==> config.mk <==
export PLATFORM = sky130hd
export DESIGN_NAME = fp_addsub_seq
export DESIGN_NICKNAME = d
export VERILOG_FILES = /design/src/rtl/fp_pkg.sv /design/src/rtl/fp_align_shift.sv /design/src/rtl/fp_addsub_seq.sv
export SDC_FILE = /design/constraint.sdc
export NUM_CORES = 1
export LEC_CHECK = 0
export BUFFER_PORTS_ARGS = -buffer_cell sky130_fd_sc_hd__buf_4
export CAP_MARGIN = 20
export CORE_UTILIZATION = 45
export CTS_CLUSTER_SIZE = 30
export DETAILED_ROUTE_END_ITERATION = 12
export GPL_ROUTABILITY_DRIVEN = 1
export MAX_ROUTING_LAYER = met4
export PLACE_DENSITY = 0.63
export SYNTH_ARGS = -nofsm -noshare
export SYNTH_HDL_FRONTEND = slang
export SYNTH_SLANG_ARGS = --single-unit
==> constraint.sdc <==
create_clock -name clk -period 5.77 [get_ports clk]
set_input_delay 0.2885 -clock clk [delete_from_list [all_inputs] [get_ports clk]]
set_output_delay 0.2885 -clock clk [all_outputs]
set_load 0.01 [all_outputs]
==> src/rtl/fp_pkg.sv <==
// rtl/fp_pkg.sv - shared FSM type, default-format constants and operand classification
package fp_pkg;

    localparam int DEF_EXP_W = 8;
    localparam int DEF_MAN_W = 23;
    localparam int BIAS      = (1 << (DEF_EXP_W - 1)) - 1;
    localparam int EXP_MAX   = (1 << DEF_EXP_W) - 1;
    localparam int FRAC_W    = DEF_MAN_W;
    localparam int SIG_W     = DEF_MAN_W + 4;
    localparam logic [31:0] QNAN_SP = 32'h7FC0_0000;

    typedef enum logic [2:0] {
        S_IDLE, S_ALIGN, S_ADD, S_NORM, S_ROUND, S_DONE
    } state_t;

    typedef struct packed {
        logic sign;
        logic is_zero;
        logic is_inf;
        logic is_nan;
    } fp_class_t;

    // Denormals (exp == 0) classify as zero, which flushes them to signed zero.
    function automatic fp_class_t fp_unpack(input logic [63:0] word, input int exp_w, input int man_w);
        logic [63:0] ones;
        logic [63:0] frac;
        logic [63:0] expf;
        fp_class_t   c;
        ones      = (64'd1 << exp_w) - 64'd1;
        frac      = word & ((64'd1 << man_w) - 64'd1);
        expf      = (word >> man_w) & ones;
        c.sign    = word[exp_w + man_w];
        c.is_zero = (expf == 64'd0);
        c.is_inf  = (expf == ones) && (frac == 64'd0);
        c.is_nan  = (expf == ones) && (frac != 64'd0);
        return c;
    endfunction

endpackage

==> src/rtl/fp_align_shift.sv <==
// rtl/fp_align_shift.sv - right shifter that folds every shifted-out bit into the sticky LSB
module fp_align_shift #(
    parameter int SIG_W = 27,
    parameter int SH_W  = 10
) (
    input  logic [SIG_W-1:0] sig_in,
    input  logic [SH_W-1:0]  shamt,
    output logic [SIG_W-1:0] sig_out
);
    logic [SIG_W-1:0] shifted;
    logic [SIG_W-1:0] lost_mask;

    assign shifted   = sig_in >> shamt;
    assign lost_mask = ~({SIG_W{1'b1}} << shamt);

    always_comb begin
        if (shamt >= SH_W'(SIG_W)) begin
            sig_out = {{(SIG_W-1){1'b0}}, |sig_in};
        end else begin
            sig_out = shifted | {{(SIG_W-1){1'b0}}, |(sig_in & lost_mask)};
        end
    end
endmodule

==> src/rtl/fp_addsub_seq.sv <==
// rtl/fp_addsub_seq.sv - multi-cycle FP add/subtract with RNE rounding and special-value table
module fp_addsub_seq
    import fp_pkg::*;
#(
    parameter int EXP_W = DEF_EXP_W,
    parameter int MAN_W = DEF_MAN_W
) (
    input  logic                 clk,
    input  logic                 rst,
    input  logic                 in_valid,
    output logic                 in_ready,
    input  logic                 op_sub,
    input  logic [EXP_W+MAN_W:0] a,
    input  logic [EXP_W+MAN_W:0] b,
    output logic                 out_valid,
    input  logic                 out_ready,
    output logic [EXP_W+MAN_W:0] result,
    output logic [3:0]           flags
);
    localparam int W  = 1 + EXP_W + MAN_W;
    localparam int SW = MAN_W + 4;
    localparam int XW = EXP_W + 2;
    localparam logic signed [XW-1:0] EXP_ONES = XW'((1 << EXP_W) - 1);
    localparam logic [W-1:0] QNAN = {1'b0, {EXP_W{1'b1}}, 1'b1, {(MAN_W-1){1'b0}}};

    state_t                 state_q, state_d;
    logic [W-1:0]           a_q, a_d, b_q, b_d, result_q, result_d;
    logic [3:0]             flags_q, flags_d;
    logic                   sign_q, sign_d, eff_sub_q, eff_sub_d;
    logic signed [XW-1:0]   exp_q, exp_d;
    logic [SW-1:0]          xsig_q, xsig_d, ysig_q, ysig_d;
    logic [SW:0]            sum_q, sum_d;

    fp_class_t              ca, cb;
    logic [EXP_W-1:0]       ea, eb, x_exp, y_exp;
    logic [MAN_W-1:0]       fa, fb, x_frac, y_frac;
    logic                   a_ge_b, x_sign, is_special;
    logic [XW-1:0]          diff;
    logic [SW-1:0]          y_shifted;
    logic [W-1:0]           spec_res;
    logic [3:0]             spec_flags;
    logic                   round_up;
    logic [MAN_W+1:0]       mant;
    logic signed [XW-1:0]   exp_r;
    logic [MAN_W-1:0]       frac_r;

    // b_q already carries the effective sign, so the datapath never sees op_sub.
    assign ca = fp_unpack(64'(a_q), EXP_W, MAN_W);
    assign cb = fp_unpack(64'(b_q), EXP_W, MAN_W);
    assign ea = a_q[W-2:MAN_W];
    assign eb = b_q[W-2:MAN_W];
    assign fa = a_q[MAN_W-1:0];
    assign fb = b_q[MAN_W-1:0];

    assign a_ge_b     = {ea, fa} >= {eb, fb};
    assign x_exp      = a_ge_b ? ea : eb;
    assign y_exp      = a_ge_b ? eb : ea;
    assign x_frac     = a_ge_b ? fa : fb;
    assign y_frac     = a_ge_b ? fb : fa;
    assign x_sign     = a_ge_b ? ca.sign : cb.sign;
    assign diff       = XW'(x_exp) - XW'(y_exp);
    assign is_special = ca.is_zero | ca.is_inf | ca.is_nan | cb.is_zero | cb.is_inf | cb.is_nan;

    fp_align_shift #(.SIG_W(SW), .SH_W(XW)) u_align (
        .sig_in  ({1'b1, y_frac, 3'b000}),
        .shamt   (diff),
        .sig_out (y_shifted)
    );

    always_comb begin
        spec_res   = a_q;
        spec_flags = 4'b0000;
        if (ca.is_nan || cb.is_nan || (ca.is_inf && cb.is_inf && (ca.sign != cb.sign))) begin
            spec_res   = QNAN;
            spec_flags = 4'b1000;
        end else if (ca.is_inf) begin
            spec_res = a_q;
        end else if (cb.is_inf) begin
            spec_res = b_q;
        end else if (ca.is_zero && cb.is_zero) begin
            spec_res = {ca.sign & cb.sign, {(W-1){1'b0}}};
        end else if (ca.is_zero) begin
            spec_res = b_q;
        end
    end

    // sum_q bit layout below the carry: {hidden, frac, G, R, S}
    assign round_up = sum_q[2] & (sum_q[1] | sum_q[0] | sum_q[3]);
    assign mant     = {1'b0, sum_q[SW-1:3]} + {{(MAN_W+1){1'b0}}, round_up};
    assign exp_r    = mant[MAN_W+1] ? exp_q + XW'(1) : exp_q;
    assign frac_r   = mant[MAN_W+1] ? mant[MAN_W:1] : mant[MAN_W-1:0];

    always_comb begin
        state_d   = state_q;
        a_d       = a_q;
        b_d       = b_q;
        result_d  = result_q;
        flags_d   = flags_q;
        sign_d    = sign_q;
        eff_sub_d = eff_sub_q;
        exp_d     = exp_q;
        xsig_d    = xsig_q;
        ysig_d    = ysig_q;
        sum_d     = sum_q;
        case (state_q)
            S_IDLE: begin
                if (in_valid) begin
                    a_d     = a;
                    b_d     = {b[W-1] ^ op_sub, b[W-2:0]};
                    state_d = S_ALIGN;
                end
            end
            S_ALIGN: begin
                if (is_special) begin
                    result_d = spec_res;
                    flags_d  = spec_flags;
                    state_d  = S_DONE;
                end else begin
                    sign_d    = x_sign;
                    eff_sub_d = ca.sign ^ cb.sign;
                    exp_d     = $signed({2'b00, x_exp});
                    xsig_d    = {1'b1, x_frac, 3'b000};
                    ysig_d    = y_shifted;
                    state_d   = S_ADD;
                end
            end
            S_ADD: begin
                sum_d   = eff_sub_q ? ({1'b0, xsig_q} - {1'b0, ysig_q})
                                    : ({1'b0, xsig_q} + {1'b0, ysig_q});
                state_d = S_NORM;
            end
            S_NORM: begin
                if (sum_q[SW]) begin
                    sum_d   = {1'b0, sum_q[SW:2], sum_q[1] | sum_q[0]};
                    exp_d   = exp_q + XW'(1);
                    state_d = S_ROUND;
                end else if (sum_q[SW-1]) begin
                    state_d = S_ROUND;
                end else if (sum_q == '0) begin
                    result_d = '0;
                    flags_d  = 4'b0000;
                    state_d  = S_DONE;
                end else begin
                    sum_d = sum_q << 1;
                    exp_d = exp_q - XW'(1);
                    if (exp_q == XW'(1)) begin
                        result_d = {sign_q, {(W-1){1'b0}}};
                        flags_d  = 4'b0011;
                        state_d  = S_DONE;
                    end
                end
            end
            S_ROUND: begin
                if (exp_r >= EXP_ONES) begin
                    result_d = {sign_q, {EXP_W{1'b1}}, {MAN_W{1'b0}}};
                    flags_d  = 4'b0101;
                end else begin
                    result_d = {sign_q, exp_r[EXP_W-1:0], frac_r};
                    flags_d  = {3'b000, |sum_q[2:0]};
                end
                state_d = S_DONE;
            end
            S_DONE: begin
                if (out_ready) begin
                    state_d = S_IDLE;
                end
            end
            default: state_d = S_IDLE;
        endcase
    end

    always_ff @(posedge clk or posedge rst) begin
        if (rst) begin
            state_q   <= S_IDLE;
            a_q       <= '0;
            b_q       <= '0;
            result_q  <= '0;
            flags_q   <= '0;
            sign_q    <= 1'b0;
            eff_sub_q <= 1'b0;
            exp_q     <= '0;
            xsig_q    <= '0;
            ysig_q    <= '0;
            sum_q     <= '0;
        end else begin
            state_q   <= state_d;
            a_q       <= a_d;
            b_q       <= b_d;
            result_q  <= result_d;
            flags_q   <= flags_d;
            sign_q    <= sign_d;
            eff_sub_q <= eff_sub_d;
            exp_q     <= exp_d;
            xsig_q    <= xsig_d;
            ysig_q    <= ysig_d;
            sum_q     <= sum_d;
        end
    end

    assign in_ready  = (state_q == S_IDLE);
    assign out_valid = (state_q == S_DONE);
    assign result    = result_q;
    assign flags     = flags_q;
endmodule
Word-level counts from Yosys, hierarchy flattened
Index checks and enable logic that the tools add are counted.
{"block": "op_classes", "muxes": 46, "order_cmp": 3, "reduce_logical": 28, "n_eq_ne": 19, "bitwise_logic": 15, "add_sub_neg": 6, "shifts": 2}
{"cell": "$mux 32", "count": 10}
{"cell": "$logic_not 64->1", "count": 4}
{"cell": "$reduce_bool 64->1", "count": 2}
{"cell": "$mux 27", "count": 4}
{"cell": "$pmux 32 s3", "count": 1}
{"cell": "$mux 23", "count": 3}
{"cell": "$pmux 28 s2", "count": 1}
{"cell": "$mux 10", "count": 5}
{"cell": "$ge 31x31->1", "count": 1}
{"cell": "$mux 31", "count": 1}
{"cell": "$add 27x27->28", "count": 1}
{"cell": "$logic_not 28->1", "count": 1}
{"cell": "$mux 28", "count": 1}
{"cell": "$sub 27x27->28", "count": 1}
{"cell": "$and 27x27->27", "count": 1}
{"cell": "$not 27->27", "count": 1}
{"cell": "$or 27x1->27", "count": 1}
{"cell": "$reduce_or 27->1", "count": 1}
{"cell": "$shl 27x10->27 const A", "count": 1}
{"cell": "$shr 27x10->27", "count": 1}
{"cell": "$add 24x1->25", "count": 1}
{"cell": "$mux 3", "count": 8}
{"cell": "$mux 4", "count": 6}
{"cell": "$pmux 10 s2", "count": 1}
{"cell": "33 further kinds", "count": 61}
{"block": "totals", "inputBits": 69, "output_inout_bits": 38, "elab_cells": 131, "reg_bits": 194}

Longest topological paths before layout
{"block": "logic_depth", "depth_word": 9, "ltp_mapped": 21, "mapped_depth_nobuf": 17}

Hierarchy
From an unflattened synthesis, not the netlist that was laid out.
{"block": "unflattened", "cells_unflattened": 1905, "area_unflattened_um2": 15685.0}
{"module": "fp_addsub_seq", "cells_each": 1628, "n_inst": 1, "area_per_inst_um2": 13764.5, "seq_area_each_um2": 4854.7}
{"module": "fp_align_shift", "cells_each": 277, "n_inst": 1, "area_per_inst_um2": 1920.6, "seq_area_each_um2": 0.0}

Worst setup path before layout
OpenSTA, ideal clock, no wires.
{"block": "synth_timing", "path_type": "reg2reg", "from": "reg b_q[26]", "to": "reg ysig_q[0]", "period_less_slack_ns": 4.418, "path_stages_with_launch": 22, "setup_slack_ns": 1.352, "setup_time_ns": 0.131, "t_arrival_ns": 4.287, "path_cell_list": "dfrtp_1 > inv_1 > ha_1 > buf_2 > and2_1 > nand4_1 > nand2b_1 > a31oi_4 > or3_1 > buf_4 > a22oi_1 > ha_1 > o31a_1 > or2_2 > clkbuf_1 > clkbuf_1 > mux2i_1 > mux2i_1 > a221oi_1 > nand4_1 > nor3_1 > a31oi_1"}
{"block": "synth_between", "elab_chain_cells": 9}
{"item": "from (decl)", "line_no": "fp_addsub_seq.sv:27", "source": "logic [W-1:0] a_q, a_d, b_q, b_d, result_q, result_d;"}
{"item": "from (signal assigned)", "line_no": "fp_addsub_seq.sv:176", "source": "b_q <= '0;"}
{"item": "from (signal assigned)", "line_no": "fp_addsub_seq.sv:188", "source": "b_q <= b_d;"}
{"item": "$ge 31x31->1", "line_no": "fp_addsub_seq.sv:55", "source": "assign a_ge_b = {ea, fa} >= {eb, fb};"}
{"item": "$mux 8, on equally long branches", "line_no": "fp_addsub_seq.sv:56, fp_addsub_seq.sv:57"}
{"item": "$sub 8x8->9", "line_no": "fp_addsub_seq.sv:61", "source": "assign diff = XW'(x_exp) - XW'(y_exp);"}
{"item": "$shl 27x10->27", "line_no": "fp_align_shift.sv:14", "source": "assign lost_mask = ~({SIG_W{1'b1}} << shamt);"}
{"item": "$not 27->27", "line_no": "fp_align_shift.sv:14"}
{"item": "$and 27x27->27", "line_no": "fp_align_shift.sv:20", "source": "sig_out = shifted | {{(SIG_W-1){1'b0}}, |(sig_in & lost_mask)};"}
{"item": "$reduce_or 27->1", "line_no": "fp_align_shift.sv:20"}
{"item": "$or 27x1->27", "line_no": "fp_align_shift.sv:20"}
{"item": "$mux 27", "line_no": "fp_align_shift.sv:17", "source": "if (shamt >= SH_W'(SIG_W)) begin"}
{"item": "to (signal assigned)", "line_no": "fp_addsub_seq.sv:195", "source": "ysig_q <= ysig_d;"}
{"item": "to (decl)", "line_no": "fp_addsub_seq.sv:31", "source": "logic [SW-1:0] xsig_q, xsig_d, ysig_q, ysig_d;"}
Parallel ways exist; a longest one is shown, timed or not.
A chain may end at the register's enable or synchronous reset.

Worst setup path after layout
{"block": "layout_timing", "from": "reg b_q[13]", "to": "reg ysig_q[3]"}
{"block": "layout_between", "elab_chain_cells": 6}
{"item": "$ge 31x31->1 / $logic_not 64->1 (equally long branches)", "line_no": "fp_addsub_seq.sv:55, fp_pkg.sv:34"}
{"item": "$mux 8 (tied with other cells)", "line_no": "fp_addsub_seq.sv:56", "source": "assign x_exp = a_ge_b ? ea : eb;"}
{"item": "$sub 8x8->9 / $or 1x1->1 (equally long branches)", "line_no": "fp_addsub_seq.sv:61, fp_addsub_seq.sv:62"}
{"item": "$shr 27x10->27 / $or 1x1->1 (equally long branches)", "line_no": "fp_align_shift.sv:13, fp_addsub_seq.sv:62"}
{"item": "$or 27x1->27 / $not 1->1 (equally long branches)"}
{"item": "$mux 27 / $reduce_and 2->1 (equally long branches)"}
Parallel ways exist; a longest one is shown, timed or not.

==> out/results.ini <==
[sta]
fin_crit_ns=5.13
finalMaxSlewViolations=0
slew_headroom_pct=39.6
finalHoldViolCount=0
setup_tns_ns=0
fmaxAchievable_mhz=195
skew_ns=0.0160
rsz0062_at_grt=false
setup_viol=0
worst_slew_pin_slew_ns=0.907
min_period_over_period_pct=88.9

[worst_setup_path]
arrival_ns=5.48
rr_worst_depth=17
r2r_end=ysig_q[3]$_DFFE_PP0P_
reg2reg_slack_ns=0.64
cp-end-kind=flop
required_ns=6.12
critPathMaxFanout=15
r2r_start=b_q[13]$_DFFE_PP0P_
crit_type=flop to flop
start_kind=flop

[global_route]
grt_antenna_before_repair=2
grt_max_degree=77
track_usage_pct=32.1
grt_pass1_vias=13500
overflow=0
grt_first_pass_wirelength_um=80800

[synth]
synth_cells=1797
yosysTopAreaCellShare_pct=32.1
synth_nets=1953
seq_area_frac_synth_pct=32.1
netlist_area_sq_um=15100
synth_seq_cells=194
synth-async-reset-ratio_pct=100
synth.avg_cell_area_sq_um=8.43
yosys-top-cells-count=194 x dfrtp_1, 175 x nand2_1, 138 x o21ai_0
yosysMostFrequentCell=dfrtp_1
synthFlopType=dfrtp_1
yosysWarnings=0
synth_area_leaders=dfrtp_1 32%, mux2i_1 8.8%, ha_1 7.1%
synth_edf_count=0
synth_cell_types=81
synth_top_area_cell=dfrtp_1

[route]
antenna_left=0
route.final.wire_length_um=52300
vias_per_cell=6.21
drc=0
first_pass_iters=8
wire_per_inst_um=22.8
dr.first_iter.drc_count=1629
dr_total_vias=14300

[run_status]
status=finished clean

[min_path]
hold_depth=3
hp-class=input pin to flop
worstHoldStart=b[29]
worstHoldEndpoint=b_q[29]$_DFFE_PP0P_

[run]
maxCapViolCount=0

[floorplan]
dieHeight_um=185
core_sq_um=32800
ios=107
start_util_pct=46.2
die_area_sq_um=34400
die_x_um=185
rows=66

[placement]
io_buffer_count=106
hpwlAfterDp_um=40200
gp_congestion=0.962

[clock_tree]
root_buffer=clkbuf_16
cts_sinks=194
path_clk_slew_ns=0.08
htreeDepth=4
clock_latency_ns=0.46
numCtsBuffers=17
clockBufferDepth=2
cts_setup_buffers=0
tritoncts=done

[layout]
drive_gt1_share_pct=12.5
num-nets-final=1995
area_growth_pct=12.0

==> how the worst max path moves through the flow <==
stage / cells after the start / slack, ns / start / end
after floorplan: 1 / 0.20 / rst / a_q[0]$_DFFE_PP0P_
after global placement: 16 / 0.78 / b_q[25]$_DFFE_PP0P_ / ysig_q[0]$_DFFE_PP0P_
after detailed placement: 17 / 0.72 / b_q[25]$_DFFE_PP0P_ / ysig_q[3]$_DFFE_PP0P_
after CTS: 17 / 0.64 / b_q[13]$_DFFE_PP0P_ / ysig_q[3]$_DFFE_PP0P_
after global routing: 17 / 0.35 / b_q[13]$_DFFE_PP0P_ / ysig_q[3]$_DFFE_PP0P_
final: 17 / 0.64 / b_q[13]$_DFFE_PP0P_ / ysig_q[3]$_DFFE_PP0P_
==> logic make-up (layout without fill, tap and decap cells) <==
kind of cell,Yosys count,in the layout,synth area share [%]
buffers and inverters,228,282,5.77
AND/OR/NAND/NOR,526,526,16.6
adder cells (fa/ha/maj),87,87,7.24
multiplexers,165,165,11.2
XOR/XNOR,53,53,3.07
other,0,2,0
flip-flops,194,194,32.1
AO/OA/AOI/OAI,544,544,24.1
==> state kept, by name, indices dropped and copies added (netlist names) <==
name / flops
flags: 4
sum_q: 28
result: 32
ysig_q: 27
exp_q: 10
xsig_q: 24
state_q: 3
eff_sub_q: 1
a_q: 32
b_q: 32
sign_q: 1
==> metal layers <==
layer  track usage (%)  part of all wire (%)
met5                 -                     0
met3              4.15                   6.0
met1              44.6                    46
met4              10.0                   2.8
met2              48.2                    45
==> timing repair <==
| item | 4_1_cts | 5_1_grt |
|---|---|---|
| hold buffers | 1 | 0 |
| endpoints found under the hold margin | 65 | 0 |
| gates resized for setup | 0 | 0 |
==> layout make-up <==
cell class / count / area, sq um
fillers: 3122 / 15800
multi-input cells: 1375 / 9470
flip-flops and latches: 194 / 4850
repair buffers: 142 / 1070
well taps: 442 / 553
clock buffers: 17 / 425
inverters: 109 / 417
clock inverters: 14 / 168
diodes: 2 / 5.00
==> worst max-delay path, stage by stage (launching register included) <==
cell and delay [ns]:
dfrtp_1 0.48, inv_1 0.10, ha_1 0.31, nand3_1 0.11
nor3_1 0.44, o21ai_1 0.20, a31oi_4 0.30, or3_2 0.20
a22oi_1 0.13, ha_1 0.25, o31a_1 0.36, o21ai_2 0.19
a21oi_1 0.09, o311a_1 0.40, o31ai_4 0.47, or4_1 0.55
nor2_1 0.14, a221o_1 0.28
==> layout by cell type (no fill, tap or decap), types with 16 or more instances in the layout <==
cell,n
a211oi_1,19
a21oi_1,128
a222oi_1,16
a31oi_1,20
and3_1,23
buf_4,141
clkbuf_16,17
dfrtp_1,194
ha_1,86
inv_1,106
mux2_2,31
mux2i_1,133
nand2_1,174
nand3_1,40
nand4_1,24
nor2_1,113
nor3_1,43
nor4_1,22
o21a_1,34
o21ai_0,138
o221ai_1,26
xnor2_1,32
xor2_1,20
==> stage by stage <==
stage	std cells	hold WS, ns	util [%]	setup WS [ns]	cell area, sq um
finish	2295	0.0234	51.7	0.641	17000
global route	2295	0.0368	51.7	0.352	17000
global placement	2261	0.360	49.9	0.776	16300
detailed placement	2261	0.370	49.9	0.722	16300
CTS	2293	0.0103	51.7	0.641	17000
floorplan	1797	0.405	-	0.198	15100
Power is not shown: default switching activity piles up to over one toggle a cycle in this logic, so the estimate is an artifact.
